`src/rtl/riscy_pkg.sv`:
```
// riscy_pkg: shared widths, the zero-register constant and forwarding source encoding
package riscy_pkg;
  localparam int XLEN = 64;
  localparam int REG_ADDR_W = 9;
  localparam logic [REG_ADDR_W-1:0] REG_ZERO = '0;
  typedef enum logic [2:0] {FWD_ZERO, FWD_MEM, FWD_WB, FWD_OVR, FWD_RF} fwd_src_t;
endpackage

```
`src/rtl/operand_bypass_if.sv`:
```
// operand_bypass_if: decode/register-file/MEM/WB inputs and forwarded operand outputs
interface operand_bypass_if;
  import riscy_pkg::*;
  logic                  stall_in;
  logic                  id_valid_in;
  logic [REG_ADDR_W-1:0] rs1_in;
  logic [REG_ADDR_W-1:0] rs2_in;
  logic [XLEN-1:0]       rf_rs1_value_in;
  logic [XLEN-1:0]       rf_rs2_value_in;
  logic                  mem_write_in;
  logic [REG_ADDR_W-1:0] mem_rd_in;
  logic [XLEN-1:0]       mem_value_in;
  logic                  mem_load_in;
  logic                  mem_ready_in;
  logic                  wb_write_in;
  logic [REG_ADDR_W-1:0] wb_rd_in;
  logic [XLEN-1:0]       wb_value_in;
  logic [XLEN-1:0]       rs1_value_out;
  logic [XLEN-1:0]       rs2_value_out;
  logic                  operands_valid_out;
  logic                  hazard_stall_out;
  modport master (
    output stall_in, id_valid_in, rs1_in, rs2_in, rf_rs1_value_in, rf_rs2_value_in,
           mem_write_in, mem_rd_in, mem_value_in, mem_load_in, mem_ready_in,
           wb_write_in, wb_rd_in, wb_value_in,
    input  rs1_value_out, rs2_value_out, operands_valid_out, hazard_stall_out
  );
  modport slave (
    input  stall_in, id_valid_in, rs1_in, rs2_in, rf_rs1_value_in, rf_rs2_value_in,
           mem_write_in, mem_rd_in, mem_value_in, mem_load_in, mem_ready_in,
           wb_write_in, wb_rd_in, wb_value_in,
    output rs1_value_out, rs2_value_out, operands_valid_out, hazard_stall_out
  );
endinterface

```
`src/rtl/bypass_lane.sv`:
```
// bypass_lane: one operand's address register, WB override capture, priority mux and load-match flag
module bypass_lane
  import riscy_pkg::*;
(
  input  logic                  clk,
  input  logic                  rst_n,
  input  logic                  stall_in,
  input  logic [REG_ADDR_W-1:0] rs_in,
  input  logic [XLEN-1:0]       rf_value_in,
  input  logic                  mem_write_in,
  input  logic [REG_ADDR_W-1:0] mem_rd_in,
  input  logic [XLEN-1:0]       mem_value_in,
  input  logic                  mem_load_in,
  input  logic                  wb_write_in,
  input  logic [REG_ADDR_W-1:0] wb_rd_in,
  input  logic [XLEN-1:0]       wb_value_in,
  output logic [XLEN-1:0]       value_out,
  output logic                  load_match_out
);
  logic [REG_ADDR_W-1:0] rs_q, rs_d;
  logic                  ovr_valid_q, ovr_valid_d;
  logic [XLEN-1:0]       ovr_value_q, ovr_value_d;
  logic                  wb_cap, mem_hit, wb_hit;
  fwd_src_t              src;
  // the override tracks the address that will be held after this edge: new on issue, old on stall
  always_comb begin
    rs_d           = stall_in ? rs_q : rs_in;
    wb_cap         = wb_write_in && wb_rd_in == rs_d && rs_d != REG_ZERO;
    ovr_valid_d    = wb_cap || (stall_in && ovr_valid_q);
    ovr_value_d    = wb_cap ? wb_value_in : ovr_value_q;
    mem_hit        = mem_write_in && mem_rd_in == rs_q;
    wb_hit         = wb_write_in && wb_rd_in == rs_q;
    load_match_out = mem_hit && mem_load_in && rs_q != REG_ZERO;
    src            = rs_q == REG_ZERO ? FWD_ZERO :
                     mem_hit          ? FWD_MEM  :
                     wb_hit           ? FWD_WB   :
                     ovr_valid_q      ? FWD_OVR  : FWD_RF;
    value_out      = src == FWD_ZERO ? '0           :
                     src == FWD_MEM  ? mem_value_in :
                     src == FWD_WB   ? wb_value_in  :
                     src == FWD_OVR  ? ovr_value_q  : rf_value_in;
  end
  always_ff @(posedge clk or negedge rst_n) begin
    if (!rst_n) begin
      rs_q        <= '0;
      ovr_valid_q <= 1'b0;
      ovr_value_q <= '0;
    end else begin
      rs_q        <= rs_d;
      ovr_valid_q <= ovr_valid_d;
      ovr_value_q <= ovr_value_d;
    end
  end
endmodule

```
`src/rtl/operand_bypass.sv`:
```
// operand_bypass: realigns rs1/rs2 with register file data, forwards in-flight results, flags load-use stalls
module operand_bypass
  import riscy_pkg::*;
(
  input logic               clk,
  input logic               rst_n,
  operand_bypass_if.slave   bus
);
  logic valid_q, valid_d;
  logic load_match1, load_match2, hazard;
  bypass_lane u_rs1 (
    .clk(clk), .rst_n(rst_n), .stall_in(bus.stall_in), .rs_in(bus.rs1_in),
    .rf_value_in(bus.rf_rs1_value_in), .mem_write_in(bus.mem_write_in), .mem_rd_in(bus.mem_rd_in),
    .mem_value_in(bus.mem_value_in), .mem_load_in(bus.mem_load_in), .wb_write_in(bus.wb_write_in),
    .wb_rd_in(bus.wb_rd_in), .wb_value_in(bus.wb_value_in), .value_out(bus.rs1_value_out),
    .load_match_out(load_match1)
  );
  bypass_lane u_rs2 (
    .clk(clk), .rst_n(rst_n), .stall_in(bus.stall_in), .rs_in(bus.rs2_in),
    .rf_value_in(bus.rf_rs2_value_in), .mem_write_in(bus.mem_write_in), .mem_rd_in(bus.mem_rd_in),
    .mem_value_in(bus.mem_value_in), .mem_load_in(bus.mem_load_in), .wb_write_in(bus.wb_write_in),
    .wb_rd_in(bus.wb_rd_in), .wb_value_in(bus.wb_value_in), .value_out(bus.rs2_value_out),
    .load_match_out(load_match2)
  );
  always_comb begin
    valid_d                = bus.stall_in ? valid_q : bus.id_valid_in;
    hazard                 = valid_q && !bus.mem_ready_in && (load_match1 || load_match2);
    bus.hazard_stall_out   = hazard;
    bus.operands_valid_out = valid_q && !hazard;
  end
  always_ff @(posedge clk or negedge rst_n) begin
    if (!rst_n) valid_q <= 1'b0;
    else        valid_q <= valid_d;
  end
endmodule

```
`src/flat_wrapper.sv`:
```
// flat-port wrapper written by rule: the top's interface ports become plain ports
module operand_bypass_flat import riscy_pkg::*;
  (clk, rst_n, bus_stall_in, bus_id_valid_in, bus_rs1_in, bus_rs2_in, bus_rf_rs1_value_in, bus_rf_rs2_value_in, bus_mem_write_in, bus_mem_rd_in, bus_mem_value_in, bus_mem_load_in, bus_mem_ready_in, bus_wb_write_in, bus_wb_rd_in, bus_wb_value_in, bus_rs1_value_out, bus_rs2_value_out, bus_operands_valid_out, bus_hazard_stall_out);
  operand_bypass_if bus_i ();
  input logic clk;
  input logic rst_n;
  input wire logic [$bits(bus_i.stall_in)-1:0] bus_stall_in;
  input wire logic [$bits(bus_i.id_valid_in)-1:0] bus_id_valid_in;
  input wire logic [$bits(bus_i.rs1_in)-1:0] bus_rs1_in;
  input wire logic [$bits(bus_i.rs2_in)-1:0] bus_rs2_in;
  input wire logic [$bits(bus_i.rf_rs1_value_in)-1:0] bus_rf_rs1_value_in;
  input wire logic [$bits(bus_i.rf_rs2_value_in)-1:0] bus_rf_rs2_value_in;
  input wire logic [$bits(bus_i.mem_write_in)-1:0] bus_mem_write_in;
  input wire logic [$bits(bus_i.mem_rd_in)-1:0] bus_mem_rd_in;
  input wire logic [$bits(bus_i.mem_value_in)-1:0] bus_mem_value_in;
  input wire logic [$bits(bus_i.mem_load_in)-1:0] bus_mem_load_in;
  input wire logic [$bits(bus_i.mem_ready_in)-1:0] bus_mem_ready_in;
  input wire logic [$bits(bus_i.wb_write_in)-1:0] bus_wb_write_in;
  input wire logic [$bits(bus_i.wb_rd_in)-1:0] bus_wb_rd_in;
  input wire logic [$bits(bus_i.wb_value_in)-1:0] bus_wb_value_in;
  output wire logic [$bits(bus_i.rs1_value_out)-1:0] bus_rs1_value_out;
  output wire logic [$bits(bus_i.rs2_value_out)-1:0] bus_rs2_value_out;
  output wire logic [$bits(bus_i.operands_valid_out)-1:0] bus_operands_valid_out;
  output wire logic [$bits(bus_i.hazard_stall_out)-1:0] bus_hazard_stall_out;
  assign bus_i.stall_in = bus_stall_in;
  assign bus_i.id_valid_in = bus_id_valid_in;
  assign bus_i.rs1_in = bus_rs1_in;
  assign bus_i.rs2_in = bus_rs2_in;
  assign bus_i.rf_rs1_value_in = bus_rf_rs1_value_in;
  assign bus_i.rf_rs2_value_in = bus_rf_rs2_value_in;
  assign bus_i.mem_write_in = bus_mem_write_in;
  assign bus_i.mem_rd_in = bus_mem_rd_in;
  assign bus_i.mem_value_in = bus_mem_value_in;
  assign bus_i.mem_load_in = bus_mem_load_in;
  assign bus_i.mem_ready_in = bus_mem_ready_in;
  assign bus_i.wb_write_in = bus_wb_write_in;
  assign bus_i.wb_rd_in = bus_wb_rd_in;
  assign bus_i.wb_value_in = bus_wb_value_in;
  assign bus_rs1_value_out = bus_i.rs1_value_out;
  assign bus_rs2_value_out = bus_i.rs2_value_out;
  assign bus_operands_valid_out = bus_i.operands_valid_out;
  assign bus_hazard_stall_out = bus_i.hazard_stall_out;
  operand_bypass u_core (.clk(clk), .rst_n(rst_n), .bus(bus_i));
endmodule
```
`config.mk`:
```
export PLATFORM = sky130hd
export DESIGN_NAME = operand_bypass_flat
export DESIGN_NICKNAME = d
export VERILOG_FILES = /design/src/rtl/riscy_pkg.sv /design/src/rtl/operand_bypass_if.sv /design/src/rtl/bypass_lane.sv /design/src/rtl/operand_bypass.sv /design/src/flat_wrapper.sv
export SDC_FILE = /design/constraint.sdc
export NUM_CORES = 1
export LEC_CHECK = 0
export BUFFER_PORTS_ARGS = -buffer_cell sky130_fd_sc_hd__buf_2
export CORE_ASPECT_RATIO = 1.75
export CORE_MARGIN = 8
export CORE_UTILIZATION = 30
export DETAILED_ROUTE_END_ITERATION = 8
export SYNTH_ARGS = -nofsm -noshare
export SYNTH_HDL_FRONTEND = slang
export SYNTH_SLANG_ARGS = --single-unit
```
`constraint.sdc`:
```
create_clock -name clk -period 6.6 [get_ports clk]
set_clock_uncertainty 0.1 [all_clocks]
set_input_delay 0.99 -clock clk [delete_from_list [all_inputs] [get_ports clk]]
set_output_delay 0.99 -clock clk [all_outputs]
set_load 0.005 [all_outputs]
```
==> impl_metrics.py <==
metrics = {
    "synth": {
        "syn_inst": 1290,
        "syn_area_per_cell_um2": 8.28,
        "synth_top_family_by_area": "compound AO/OA/AOI/OAI gates",
        "synth_mux_area_share_pct": 17.3,
        "synth_nets": 1590,
        "synthSimpleGateAreaFrac_pct": 19.1,
        "syn_area_um2": 10700,
        "synth_xor_area_share_pct": 4.10,
        "synth-seq-cells": 149,
        "synthAdderAreaFrac_pct": 0,
        "synthDistinctLibCells": 39,
        "ys_seq_area_share_pct": 34.9,
        "ys_warn_count": 0,
        "synth_compound_area_share_pct": 19.5,
    },
    "die": {
        "die_y_um": 266,
        "die-area_um2": 42100,
        "num_rows": 91,
        "start_util_pct": 30.3,
        "die_x_um": 159,
        "coreArea_um2": 35200,
        "ios": 430,
    },
    "drt": {
        "wire_per_inst_um": 22.0,
        "ant_nets": 0,
        "drtPass1Iterations": 5,
        "route.vias.total": 11300,
        "drc": 0,
        "drtIter0Drc": 738,
        "finalWirelength_um": 46700,
        "vias_per_cell": 5.31,
    },
    "placed_design": {
        "routabilityCongestion": 0.894,
        "post-dp-hpwl_um": 34400,
        "numPortBuffers": 429,
        "placed_cell_area_um2": 13100,
        "placed_cells": 2089,
    },
    "pwr": {
        "power.switching_uw": 678,
        "power_frac_comb_pct": 17.5,
        "power_density_nw_per_um2": 194,
        "p_seq_share_pct": 39.0,
        "totalPowerFinal_mw": 2.67,
        "peakVddDrop_mv": 0.186,
        "clock_power_share_pct": 43.4,
        "p_int_mw": 1.99,
        "p_sw_share_pct": 25.4,
        "p_leak_nw": 6.84,
    },
    "worst_setup_path": {
        "crit_path_end_kind": "output pin",
        "reg2regPathDepth": 6,
        "regToRegEndpoint": "u_core.u_rs2.ovr_value_q[19]$_DFFE_PN0P_",
        "reg2reg_from": "u_core.u_rs2.rs_q[6]$_DFF_PN0_",
        "cp_cell_sequence": "or4_1 -> o31ai_4 -> buf_12 -> nand2_1 -> nand3_1 -> o211ai_1 -> a21oi_1 -> buf_2",
        "worst-path-buf-inv": 2,
        "crit_arrival_ps": 3620,
        "regToRegSetupSlack_ps": 3090,
        "crit_type": "reg2out",
        "cp_top_family": "compound AO/OA/AOI/OAI gates",
        "cp_max_fo": 44,
        "crit_slowest_cell": "o31ai_4",
        "cp.required_ps": 5510,
        "slowest_delay_ps": 910,
        "critPathLaunchType": "register",
    },
    "finish": {
        "final_nets": 1943,
        "synthToLayoutAreaGrowth_pct": 29.1,
        "fin_cells": 2123,
        "drive_gt1_share_pct": 41.0,
        "final_area_um2": 13800,
        "mostFrequentLayoutCells": "buf_2, nand2_1, dfrtp_1",
        "final_common_cell": "buf_2",
    },
    "sta": {
        "slew_headroom_pct": 12.4,
        "min_period_ps": 4710,
        "finalCritPeriodShare_pct": 71.4,
        "final-max-slew-violation-count": 0,
        "setup_violations": 0,
        "fmax_mhz": 212,
        "max_slew.worst_pin.slew_ps": 1310,
        "finalSetupTns_ps": 0,
        "hold_viol": 0,
        "rsz0062_at_grt": "false",
    },
    "clocking": {
        "cts_tree": "built",
        "cts.sinks": 149,
        "cts_resized": 0,
        "clk_pin_slew_worst_paths_ps": 60,
        "htreeDepth": 4,
        "cts_root_buf": "clkbuf_16",
        "clk_latency_ps": 440,
        "numCtsBuffers": 17,
        "clock_path_buffers": 2,
        "cts_hold_buf": 0,
        "cts_setup_buffers": 0,
    },
    "min_path": {
        "hold_path_end": "u_core.u_rs1.ovr_value_q[29]$_DFFE_PN0P_",
        "hold_path.startpoint": "u_core.u_rs1.ovr_value_q[29]$_DFFE_PN0P_",
        "hp-class": "reg2reg",
        "hold_path_depth": 1,
    },
    "global_route": {
        "grt_max_degree": 81,
        "gr-usage-all-layers_pct": 21.8,
        "antenna_found_initial": 5,
        "first_global_vias": 11900,
        "gr-total-overflow": 0,
        "grt_first_pass_wirelength_um": 69700,
    },
    "run_status": {
        "status": "completed",
    },
    "run": {
        "max_cap_viol_count": 0,
    },
}
metrics by stage:
step                util, %  setup WS, ps  hold slack [ps]
finish                 39.2          1890              387
global route           39.2          1710              402
CTS                    39.2          1850              389
detailed placement     37.2          2110              375
global placement       37.2          2140              369
floorplan                 -          3090              358
final cells by class:
cell class,instances,area [um2]
timing repair buffer,447,2300
sequential,149,3730
fill,3676,21400
antenna,2,5.00
tap,465,582
clock inverter,12,248
clock buffer,20,447
inverter,4,15.0
multi-input combinational,1024,6460
logic make-up after synthesis:
kind of cell	Yosys count
AOI/OAI and AO/OA	330
and+or+nand+nor	497
DFF	149
muxes	147
xor gates and xnor gates	50
buffers and inverters	117
flip-flops by register name, indices dropped and copies added (netlist names):
name and count:
u_core.u_rs1.ovr_value_q 64, u_core.u_rs2.ovr_value_q 64, u_core.u_rs1.rs_q 9, u_core.u_rs2.rs_q 9, u_core.u_rs1.ovr_valid_q 1, u_core.u_rs2.ovr_valid_q 1
u_core.valid_q 1
worst reg2reg max path, delay by kind of cell (launching register included):
| family | cells | cell delay, ps |
|---|---|---|
| mux | 1 | 450 |
| flops | 1 | 480 |
| simple gates | 2 | 950 |
| compound gates | 2 | 720 |
| buf+inv | 1 | 700 |
power by group through the flow:
stage,clock network [mW],logic [mW],registers [mW]
after floorplan,0,0.235,1.04
after global placement,0,0.466,1.06
after detailed placement,0,0.471,1.06
after CTS,1.19,0.473,1.04
after global routing,1.22,0.513,1.05
final,1.16,0.468,1.04
synthesized netlist by cell type (all sizes together):
cell type | instances | area (um2)
nand2 | 394 | 1480
dfrtp | 149 | 3730
mux2 | 146 | 1840
a21oi | 128 | 641
clkbuf | 91 | 342
a31o | 64 | 561
nand3 | 64 | 320
o211ai | 64 | 480
o21ai | 64 | 320
xor2 | 26 | 228
xnor2 | 24 | 210
buf | 22 | 186
nor4 | 12 | 75.1
nand4 | 7 | 43.8
nor2 | 6 | 22.5
inv | 4 | 15.0
nand3b | 3 | 22.5
nor3 | 3 | 20.0
a211oi | 2 | 15.0
and2 | 2 | 12.5
or3 | 2 | 12.5
or4 | 2 | 15.0
a211o | 1 | 8.76
a21o | 1 | 7.51
a311oi | 1 | 8.76
a31oi | 1 | 6.26
mux2i | 1 | 10.0
o2111ai | 1 | 8.76
o22ai | 1 | 6.26
o31a | 1 | 8.76
o31ai | 1 | 12.5
or2 | 1 | 6.26
or3b | 1 | 8.76
how the worst max path moves through the flow:
stage | endpoint | slack (ps) | cells after the start | startpoint
floorplan | bus_rs2_value_out[53] | 3090 | 9 | bus_wb_rd_in[1]
global placement | bus_rs1_value_out[10] | 2140 | 8 | bus_mem_rd_in[2]
detailed placement | bus_rs1_value_out[45] | 2110 | 8 | bus_mem_rd_in[7]
CTS | bus_rs2_value_out[38] | 1850 | 8 | u_core.u_rs2.rs_q[6]$_DFF_PN0_
global route | bus_rs2_value_out[38] | 1710 | 8 | u_core.u_rs2.rs_q[6]$_DFF_PN0_
finish | bus_rs2_value_out[38] | 1890 | 8 | u_core.u_rs2.rs_q[6]$_DFF_PN0_
layer usage:
metal | vias to the layer above | part of all wire, % | GRT usage, % | routed length [um]
met4 | 6 | 3.4 | 10.3 | 1610
met2 | 451 | 54 | 39.8 | 25000
met5 | - | 0.071 | 0 | 33
met1 | 5480 | 37 | 23.5 | 17400
met3 | 93 | 5.7 | 3.95 | 2680
li1 | 5235 | - | - | -
Note: power is estimated with default switching activity, not from simulation.
